`src/rtl/imem_pkg.sv`:
```
// Shared definitions for the instruction-memory prefetch buffer: FSM encoding,
// default word geometry and a constant-evaluable ceil(log2) helper.
package imem_pkg;

    typedef enum logic [1:0] {
        ST_IDLE  = 2'd0,
        ST_FETCH = 2'd1,
        ST_DONE  = 2'd2
    } imem_state_t;

    localparam int DEFAULT_MEM_DW = 32;
    localparam int BYTES_PER_WORD = DEFAULT_MEM_DW / 8;

    // Number of bits needed to index 'value' distinct items (0 for value <= 1).
    function automatic int clog2(input int value);
        int result = 0;
        while ((1 << result) < value) begin
            result++;
        end
        return result;
    endfunction

    // Bytes carried by one SRAM word of the given width.
    function automatic int bytes_per_word(input int data_width);
        return data_width / 8;
    endfunction

endpackage

```
`src/rtl/imem_rd_pipe.sv`:
```
// Read-latency tracker: one stage per cycle of SRAM latency. Each stage holds
// a valid bit plus the byte count the returning word carries, so the top
// knows when data lands and how many of its bytes are meaningful.
module imem_rd_pipe
    import imem_pkg::*;
#(
    parameter int RD_LAT = 1,
    parameter int TAG_W  = 3,
    parameter int PCNT_W = clog2(RD_LAT + 1)
)(
    input  logic              clk,
    input  logic              reset,
    input  logic              push,
    input  logic [TAG_W-1:0]  push_tag,
    output logic              land_valid,
    output logic [TAG_W-1:0]  land_tag,
    output logic [PCNT_W-1:0] pending_cnt
);

    logic             vld_reg [RD_LAT];
    logic [TAG_W-1:0] tag_reg [RD_LAT];

    genvar gi;
    generate
        for (gi = 0; gi < RD_LAT; gi++) begin : g_stage
            logic             vld_in;
            logic [TAG_W-1:0] tag_in;

            if (gi == 0) begin : g_head
                assign vld_in = push;
                assign tag_in = push_tag;
            end else begin : g_body
                assign vld_in = vld_reg[gi-1];
                assign tag_in = tag_reg[gi-1];
            end

            // Advance one stage per clock; reset drops every read in flight.
            always_ff @(posedge clk) begin
                if (reset) begin
                    vld_reg[gi] <= 1'b0;
                    tag_reg[gi] <= '0;
                end else begin
                    vld_reg[gi] <= vld_in;
                    tag_reg[gi] <= tag_in;
                end
            end
        end
    endgenerate

    assign land_valid = vld_reg[RD_LAT-1];
    assign land_tag   = tag_reg[RD_LAT-1];

    // Count reads between the SRAM access cycle and the data-return cycle.
    always_comb begin
        pending_cnt = '0;
        for (int i = 0; i < RD_LAT; i++) begin
            pending_cnt = pending_cnt + PCNT_W'(vld_reg[i]);
        end
    end

endmodule

```
`src/rtl/imem_prefetch_buffer.sv`:
```
// Instruction prefetch window. Streams a byte-counted packet image from the
// instruction SRAM into a WIN_WORDS-deep MSB-first window, keeping the window
// topped up while the consumer retires words from the head.
module imem_prefetch_buffer
    import imem_pkg::*;
#(
    parameter int MEM_DW    = 32,
    parameter int ADDR_W    = 10,
    parameter int WIN_WORDS = 4,
    parameter int RD_LAT    = 1,
    parameter int CNT_W     = 17
)(
    input  logic                            clk,
    input  logic                            reset,
    output logic                            imem_ceb,
    output logic                            imem_web,
    output logic [ADDR_W-1:0]               imem_addr,
    input  logic [MEM_DW-1:0]               imem_rdata,
    input  logic                            start,
    input  logic [ADDR_W-1:0]               base_addr,
    input  logic [CNT_W-1:0]                expectedBytes,
    input  logic [clog2(WIN_WORDS+1)-1:0]   consume_words,
    output logic [WIN_WORDS*MEM_DW-1:0]     instruction_word,
    output logic [WIN_WORDS*MEM_DW/8-1:0]   instruction_valid_bytes,
    output logic                            busy,
    output logic                            done_reading_memory,
    output logic                            consume_err
);

    localparam int BPW    = bytes_per_word(MEM_DW);
    localparam int WIN_DW = WIN_WORDS * MEM_DW;
    localparam int VB_W   = WIN_WORDS * BPW;
    localparam int CW     = clog2(WIN_WORDS + 1);
    localparam int TAG_W  = clog2(BPW + 1);
    localparam int PCNT_W = clog2(RD_LAT + 1);

    imem_state_t state_reg, state_next;

    logic               ceb_reg;
    logic [ADDR_W-1:0]  addr_reg;
    logic [ADDR_W-1:0]  next_addr_reg;
    logic [CNT_W-1:0]   issued_reg;
    logic [CNT_W-1:0]   expected_reg;
    logic [TAG_W-1:0]   issue_tag_reg;

    logic [WIN_DW-1:0]  window_reg, window_shift, window_next;
    logic [VB_W-1:0]    vbytes_reg, vbytes_shift, vbytes_next;
    logic [CW-1:0]      vwords_reg, vwords_next;
    logic               err_reg;

    logic               start_ok;
    logic               over_consume;
    logic               issue;
    logic [ADDR_W-1:0]  cur_addr;
    logic [CNT_W-1:0]   cur_issued;
    logic [CNT_W-1:0]   cur_expected;
    logic [CNT_W-1:0]   remaining;
    logic [TAG_W-1:0]   issue_tag;
    logic               land_valid;
    logic [TAG_W-1:0]   land_tag;
    logic [PCNT_W-1:0]  pipe_cnt;
    logic [BPW-1:0]     land_mask;
    int                 words_now;
    int                 eff_consume;
    int                 inflight;
    int                 occupancy;
    int                 tail_idx;

    imem_rd_pipe #(
        .RD_LAT (RD_LAT),
        .TAG_W  (TAG_W),
        .PCNT_W (PCNT_W)
    ) u_rd_pipe (
        .clk         (clk),
        .reset       (reset),
        .push        (~ceb_reg),
        .push_tag    (issue_tag_reg),
        .land_valid  (land_valid),
        .land_tag    (land_tag),
        .pending_cnt (pipe_cnt)
    );

    // Issue decision. A run being accepted this cycle uses the incoming
    // base/length directly so the first read goes out on the very next cycle.
    always_comb begin
        start_ok     = start && (state_reg != ST_FETCH);
        cur_addr     = start_ok ? base_addr : next_addr_reg;
        cur_issued   = start_ok ? '0 : issued_reg;
        cur_expected = start_ok ? expectedBytes : expected_reg;
        words_now    = start_ok ? 0 : int'(vwords_reg);
        inflight     = start_ok ? 0 : (int'(pipe_cnt) + int'(!ceb_reg));
        eff_consume  = 0;
        over_consume = 1'b0;
        if (!start_ok) begin
            if (int'(consume_words) > words_now) begin
                eff_consume  = words_now;
                over_consume = 1'b1;
            end else begin
                eff_consume  = int'(consume_words);
            end
        end
        occupancy = words_now - eff_consume + inflight;
        tail_idx  = words_now - eff_consume;
        remaining = cur_expected - cur_issued;
        issue_tag = (remaining >= CNT_W'(BPW)) ? TAG_W'(BPW) : remaining[TAG_W-1:0];
        issue     = (start_ok || (state_reg == ST_FETCH)) &&
                    (occupancy < WIN_WORDS) &&
                    (cur_issued < cur_expected);
    end

    // Run sequencing: a run is finished once every byte has been requested
    // and the only read still outstanding (if any) is landing right now.
    always_comb begin
        state_next = state_reg;
        case (state_reg)
            ST_IDLE, ST_DONE: begin
                if (start) begin
                    state_next = (expectedBytes == '0) ? ST_DONE : ST_FETCH;
                end
            end
            ST_FETCH: begin
                if ((issued_reg >= expected_reg) && ((inflight - int'(land_valid)) == 0)) begin
                    state_next = ST_DONE;
                end
            end
            default: state_next = ST_IDLE;
        endcase
    end

    // State register.
    always_ff @(posedge clk) begin
        if (reset) begin
            state_reg <= ST_IDLE;
        end else begin
            state_reg <= state_next;
        end
    end

    // SRAM request registers and run counters.
    always_ff @(posedge clk) begin
        if (reset) begin
            ceb_reg       <= 1'b1;
            addr_reg      <= '0;
            next_addr_reg <= '0;
            issued_reg    <= '0;
            expected_reg  <= '0;
            issue_tag_reg <= '0;
        end else begin
            ceb_reg       <= !issue;
            issue_tag_reg <= issue_tag;
            if (start_ok) begin
                expected_reg <= expectedBytes;
            end
            if (issue) begin
                addr_reg      <= cur_addr;
                next_addr_reg <= cur_addr + ADDR_W'(1);
                issued_reg    <= cur_issued + CNT_W'(issue_tag);
            end else if (start_ok) begin
                next_addr_reg <= base_addr;
                issued_reg    <= '0;
            end
        end
    end

    // Retire from the head first; a landing word then goes into the first
    // free slot behind whatever survived the shift.
    always_comb begin
        window_shift = start_ok ? '0 : (window_reg << (eff_consume * MEM_DW));
        vbytes_shift = start_ok ? '0 : (vbytes_reg << (eff_consume * BPW));
        land_mask    = ~({BPW{1'b1}} >> land_tag);
        vwords_next  = CW'(tail_idx + int'(land_valid));
    end

    genvar gi;
    generate
        for (gi = 0; gi < WIN_WORDS; gi++) begin : g_slot
            logic slot_land;
            assign slot_land = land_valid && (tail_idx == gi);
            assign window_next[(WIN_WORDS-gi)*MEM_DW-1 -: MEM_DW] =
                slot_land ? imem_rdata : window_shift[(WIN_WORDS-gi)*MEM_DW-1 -: MEM_DW];
            assign vbytes_next[(WIN_WORDS-gi)*BPW-1 -: BPW] =
                slot_land ? land_mask : vbytes_shift[(WIN_WORDS-gi)*BPW-1 -: BPW];
        end
    endgenerate

    // Window contents, byte-valid map and word occupancy.
    always_ff @(posedge clk) begin
        if (reset) begin
            window_reg <= '0;
            vbytes_reg <= '0;
            vwords_reg <= '0;
        end else begin
            window_reg <= window_next;
            vbytes_reg <= vbytes_next;
            vwords_reg <= vwords_next;
        end
    end

    // Sticky over-consume flag, cleared only by reset or a new run.
    always_ff @(posedge clk) begin
        if (reset) begin
            err_reg <= 1'b0;
        end else if (start_ok) begin
            err_reg <= 1'b0;
        end else if (over_consume) begin
            err_reg <= 1'b1;
        end
    end

    assign imem_ceb                = ceb_reg;
    assign imem_web                = 1'b1;
    assign imem_addr               = addr_reg;
    assign instruction_word        = window_reg;
    assign instruction_valid_bytes = vbytes_reg;
    assign busy                    = (state_reg == ST_FETCH);
    assign done_reading_memory     = (state_reg == ST_DONE);
    assign consume_err             = err_reg;

endmodule

```
`config.mk`:
```
export PLATFORM = sky130hd
export DESIGN_NAME = imem_prefetch_buffer
export DESIGN_NICKNAME = d
export VERILOG_FILES = /design/src/rtl/imem_pkg.sv /design/src/rtl/imem_rd_pipe.sv /design/src/rtl/imem_prefetch_buffer.sv
export SDC_FILE = /design/constraint.sdc
export NUM_CORES = 1
export LEC_CHECK = 0
export ABC_AREA = 0
export CAP_MARGIN = 20
export CORE_UTILIZATION = 57
export DETAILED_ROUTE_END_ITERATION = 7
export PLACE_DENSITY = 0.95
export SLEW_MARGIN = 20
export SYNTH_ARGS = -nofsm -noshare
export SYNTH_HDL_FRONTEND = slang
export SYNTH_SLANG_ARGS = --single-unit
```
`constraint.sdc`:
```
create_clock -name clk -period 14.43 [get_ports clk]
set_input_delay 1.443 -clock clk [delete_from_list [all_inputs] [get_ports clk]]
set_output_delay 1.443 -clock clk [all_outputs]
set_load 0.1 [all_outputs]
```
==> results <==
- The top fanout value on the critical path is 41.
- Summed over all layers, the routed wires come to between 30000 and 40000 um.
- The number of clock buffers inserted by TritonCTS is 23.
- Based on the critical path, the design can be clocked at up to between 100 and 150 MHz.
- Between clock sinks in the finished design, the worst skew comes to 0.0149 ns.
- The leftover overflow at the end of global routing is 0.
- Entering global routing, the biggest net connects 101 pins.
- The critical path starts at start.
- The mean instance size in the synthesized netlist is around 7.6 um2.
- At the placement stage, the worst setup path has a slack of between 6 and 7 ns.
- The core area is 19600 um2.
- The number of clock sinks is 212.
- The H-tree depth is 1.
- The clock-pin slew reported for the worst setup and hold paths after clock tree synthesis is ~0.060 ns.
- The register with the most flip-flops in the layout has 128 of them.
- The startpoint identified for the worst register-to-register timing path is state_reg[1]$_SDFFE_PP0P_.
- The critical path ends at issued_reg[16]$_SDFF_PP0_.
- After synthesis the cells add up to about 11000 um2.
- The final routed DRC violation total is 0.
- For this run, the register share of the synthesized area comes to 0.370.
- Measured in cells, the most critical reg-to-reg path has a length of 24.
- The internal reg-to-reg setup slack is between 7 and 8 ns.
- The chip width is 144 um.
- In this run, the number of DRC markers left after iteration 0 of detailed routing was between 1500 and 2000.
- For this run, the detailed router's first-pass iteration total came to 7.
- The count of pins over their slew limit is 0.
- After synthesis the netlist holds a flip-flop and latch count of roughly 210.
- The power per cell area is ~130 nW/um2.
- Measured against its own limit, the worst slew margin works out to 0.200.
- Setup violations remaining at the end of the flow were counted as 0.
- The final route contains between 10000 and 15000 vias.
- The clock root buffer master is clkbuf_16.
- The diode insertion count for antenna repair is 0.
- The average detailed-routed wire length per instance is between 20 and 25 um.
- For this run, the total global-route usage over all layers was measured as 0.374.
- The data arrival time of the critical path is 8.22 ns.
- The library cell used most frequently in the layout, excluding fill and tap cells, is clkdlybuf4s50_1.
- The row count is slightly above 50.
- The worst setup path is of the input port to flip-flop kind.
- The run finished with clean final reports.
- The area growth from synthesis to layout is 26.4%.
- Of the cells placed in the final design, the portion with a size suffix greater than 1 is 0.0508.
- The number of different library cells used by synthesis comes to 76.
- The layout has 1352 filler cells.
- Setup repair after global routing left no endpoint under its margin.
- The starting utilization of the core area is 0.586.
- The clock latency of the later-clocked register in the worst-skew pair is 0.52 ns.
- The final layout net count is between 1500 and 2000.
- After detailed routing, the number of vias per cell comes to about 6.5.
- The required time of the critical path is approximately 15 ns.
- The number of enable-type register cells in the synthesized netlist is 0.
- No sink is reached through more buffers than the 3 on the longest clock path.
- The hold violation count in the final report came to 0.
- The hold-critical path depth is 1.
- The overall die height is approximately 140 um.
- The initial antenna violation count came to 0.
- The element type at the critical path end is a flip-flop.
- The async set-or-reset flop fraction in the synthesized netlist is 0.
- The floorplan step defined a die boundary enclosing between 20000 and 25000 um2.
- The Yosys step of the flow raised 0 warnings.
- The worst hold path belongs to the class flip-flop to flip-flop.
- The congestion estimate from routability-driven global placement came to 0.941.
- For this design the static power due to leakage is around 5.3 nW.
- The peak ir drop on the vdd network is approximately 0.12 mV.
- The post-route antenna net violation count is 0.
- The top cell types in the final layout, fill and taps aside, are clkdlybuf4s50_1 (221), nand2_1 (217), nor2_1 (213), dfxtp_1 (212), a21oi_1 (114).
- The clock tree from TritonCTS is built.
- The setup fix buffers added after clock tree synthesis is 0.
- The first global-routing pass estimated between 60000 and 70000 um of wire.
- Counting every instance in the synthesized netlist gives roughly 1500.
- Port buffering added about 220 buffers.
- The synthesized netlist net count is ~1600.
- Of the available clock period, the critical path in the final layout requires 0.543.
- Across the run, the number of max-cap violations was 0.
- The number of global-route vias before repair is roughly 12000.
- Detailed placement finished with a half-perimeter wire length of 25700 um.
- The predominant post-synthesis flop cell is dfxtp_1.
- The final sum of negative setup slack is 0 ns.
- STA classifies the critical path startpoint as an input port.
- The hold buffer count at cts is 0.
- The worst path meets setup with 6.60 ns of slack.
- approximately 220 I/O pins were placed.
- At the pin with the least slew margin, the transition time is ~1.2 ns.
- In this run the critical register-to-register path is captured at issued_reg[16]$_SDFF_PP0_.
- The worst path needs 7.83 ns of the cycle, external delays included.
- The number of gates resized after CTS was 0.
## through the flow
step           std cells  power, mW  cell area [um2]  hold WS [ns]  utilization
2_1_floorplan       1502       1.07            11500         0.414            -
3_3_place_gp        1899       1.23            13800         0.426        0.703
3_5_place_dp        1899       1.24            13800         0.433        0.703
4_1_cts             1939       1.82            14500         0.462        0.740
5_1_grt             1939       1.90            14500         0.475        0.740
6_report            1939       1.84            14500         0.463        0.740
## cell families after synthesis
family | after synthesis | share of synthesized area
other | 1 | 0.000327
buffers and inverters | 159 | 0.0541
AO/OA/AOI/OAI | 370 | 0.214
AND/OR/NAND/NOR | 636 | 0.244
adder cells (fa/ha/maj) | 49 | 0.0554
flip-flops | 212 | 0.370
multiplexers | 54 | 0.0472
XOR/XNOR | 21 | 0.0160
## power by group
group / leakage, nW / internal [mW] / switching (mW)
clock: 0.356 / 0.341 / 0.243
combinational: 3.21 / 0.173 / 0.460
sequential: 1.71 / 0.611 / 0.0167
## synth_stat cells, types with 3 or more instances
library cell / instances / area [um2]
mux2i_1: 53 / 531
a21o_1: 15 / 113
nand3_1: 93 / 465
nor3b_1: 4 / 30.0
o21ai_0: 63 / 315
inv_1: 50 / 188
o2111ai_1: 5 / 43.8
o211a_1: 3 / 30.0
nor4_1: 9 / 56.3
or3_1: 8 / 50.1
xor2_1: 16 / 140
ha_1: 46 / 576
nand4_1: 14 / 87.6
xnor2_1: 5 / 43.8
nand2b_1: 6 / 37.5
fa_1: 3 / 60.1
a32oi_1: 3 / 26.3
and2_1: 20 / 125
nand2_1: 217 / 815
o22ai_1: 5 / 31.3
o22a_1: 4 / 35.0
or2_2: 5 / 31.3
buf_2: 10 / 50.1
a31oi_1: 40 / 250
a22oi_1: 36 / 270
o21a_1: 6 / 45.0
clkbuf_1: 89 / 334
a211oi_1: 4 / 30.0
nor2_1: 216 / 811
nor2b_1: 10 / 62.6
buf_1: 6 / 22.5
a21boi_0: 3 / 22.5
dfxtp_1: 212 / 4240
nor3_1: 14 / 70.1
a221oi_1: 34 / 298
a21oi_1: 114 / 571
and3_1: 11 / 68.8
## routing by layer
metal  wire [um]  GRT usage  up-vias  share of wire
li1            -          -     5603              -
met1       14300      0.457     5794           0.36
met2       18200      0.608     1005           0.46
met3        4700     0.0836      217           0.12
met4        2110      0.209        0          0.054
met5           0          0        -              0
## final cells by class
class	instances	area (um2)	area share
Inverter	52	195	0.0135
Multi-Input combinational cell	1131	6640	0.458
Clock inverter	9	110	0.00759
Clock buffer	31	626	0.0431
Timing Repair Buffer	239	2350	0.162
Tap cell	265	332	0.0229
Sequential cell	212	4240	0.293
## worst max-delay path: stages
cell and delay, ns:
clkdlybuf4s50_1 0.57, nand2_1 0.15, buf_4 0.41, nand2_1 0.20
ha_1 0.35, nor2b_1 0.13, o21ai_0 0.08, a32oi_1 0.60
mux2i_1 0.30, or2_2 0.74, inv_1 0.15, fa_1 0.62
inv_1 0.13, ha_1 0.31, nand2_1 0.06, o311ai_0 0.12
a21oi_1 0.21, o211ai_2 0.11, buf_4 0.25, nor3_1 0.49
nand2_1 0.15, nor4_1 0.37, xnor2_1 0.18, nor2_1 0.06
## worst min path at each step
stage | from | endpoint | slack [ns]
5_1_grt | issue_tag_reg[0]$_SDFF_PP0_ | u_rd_pipe.tag_reg[0][0]$_SDFF_PP0_ | 0.48
2_1_floorplan | issue_tag_reg[0]$_SDFF_PP0_ | u_rd_pipe.tag_reg[0][0]$_SDFF_PP0_ | 0.41
3_5_place_dp | issue_tag_reg[1]$_SDFF_PP0_ | u_rd_pipe.tag_reg[0][1]$_SDFF_PP0_ | 0.43
4_1_cts | issue_tag_reg[0]$_SDFF_PP0_ | u_rd_pipe.tag_reg[0][0]$_SDFF_PP0_ | 0.46
6_report | issue_tag_reg[2]$_SDFF_PP0_ | u_rd_pipe.tag_reg[0][2]$_SDFF_PP0_ | 0.46
3_3_place_gp | issue_tag_reg[1]$_SDFF_PP0_ | u_rd_pipe.tag_reg[0][1]$_SDFF_PP0_ | 0.43
No activity file was read; power rests on OpenSTA's default activity.
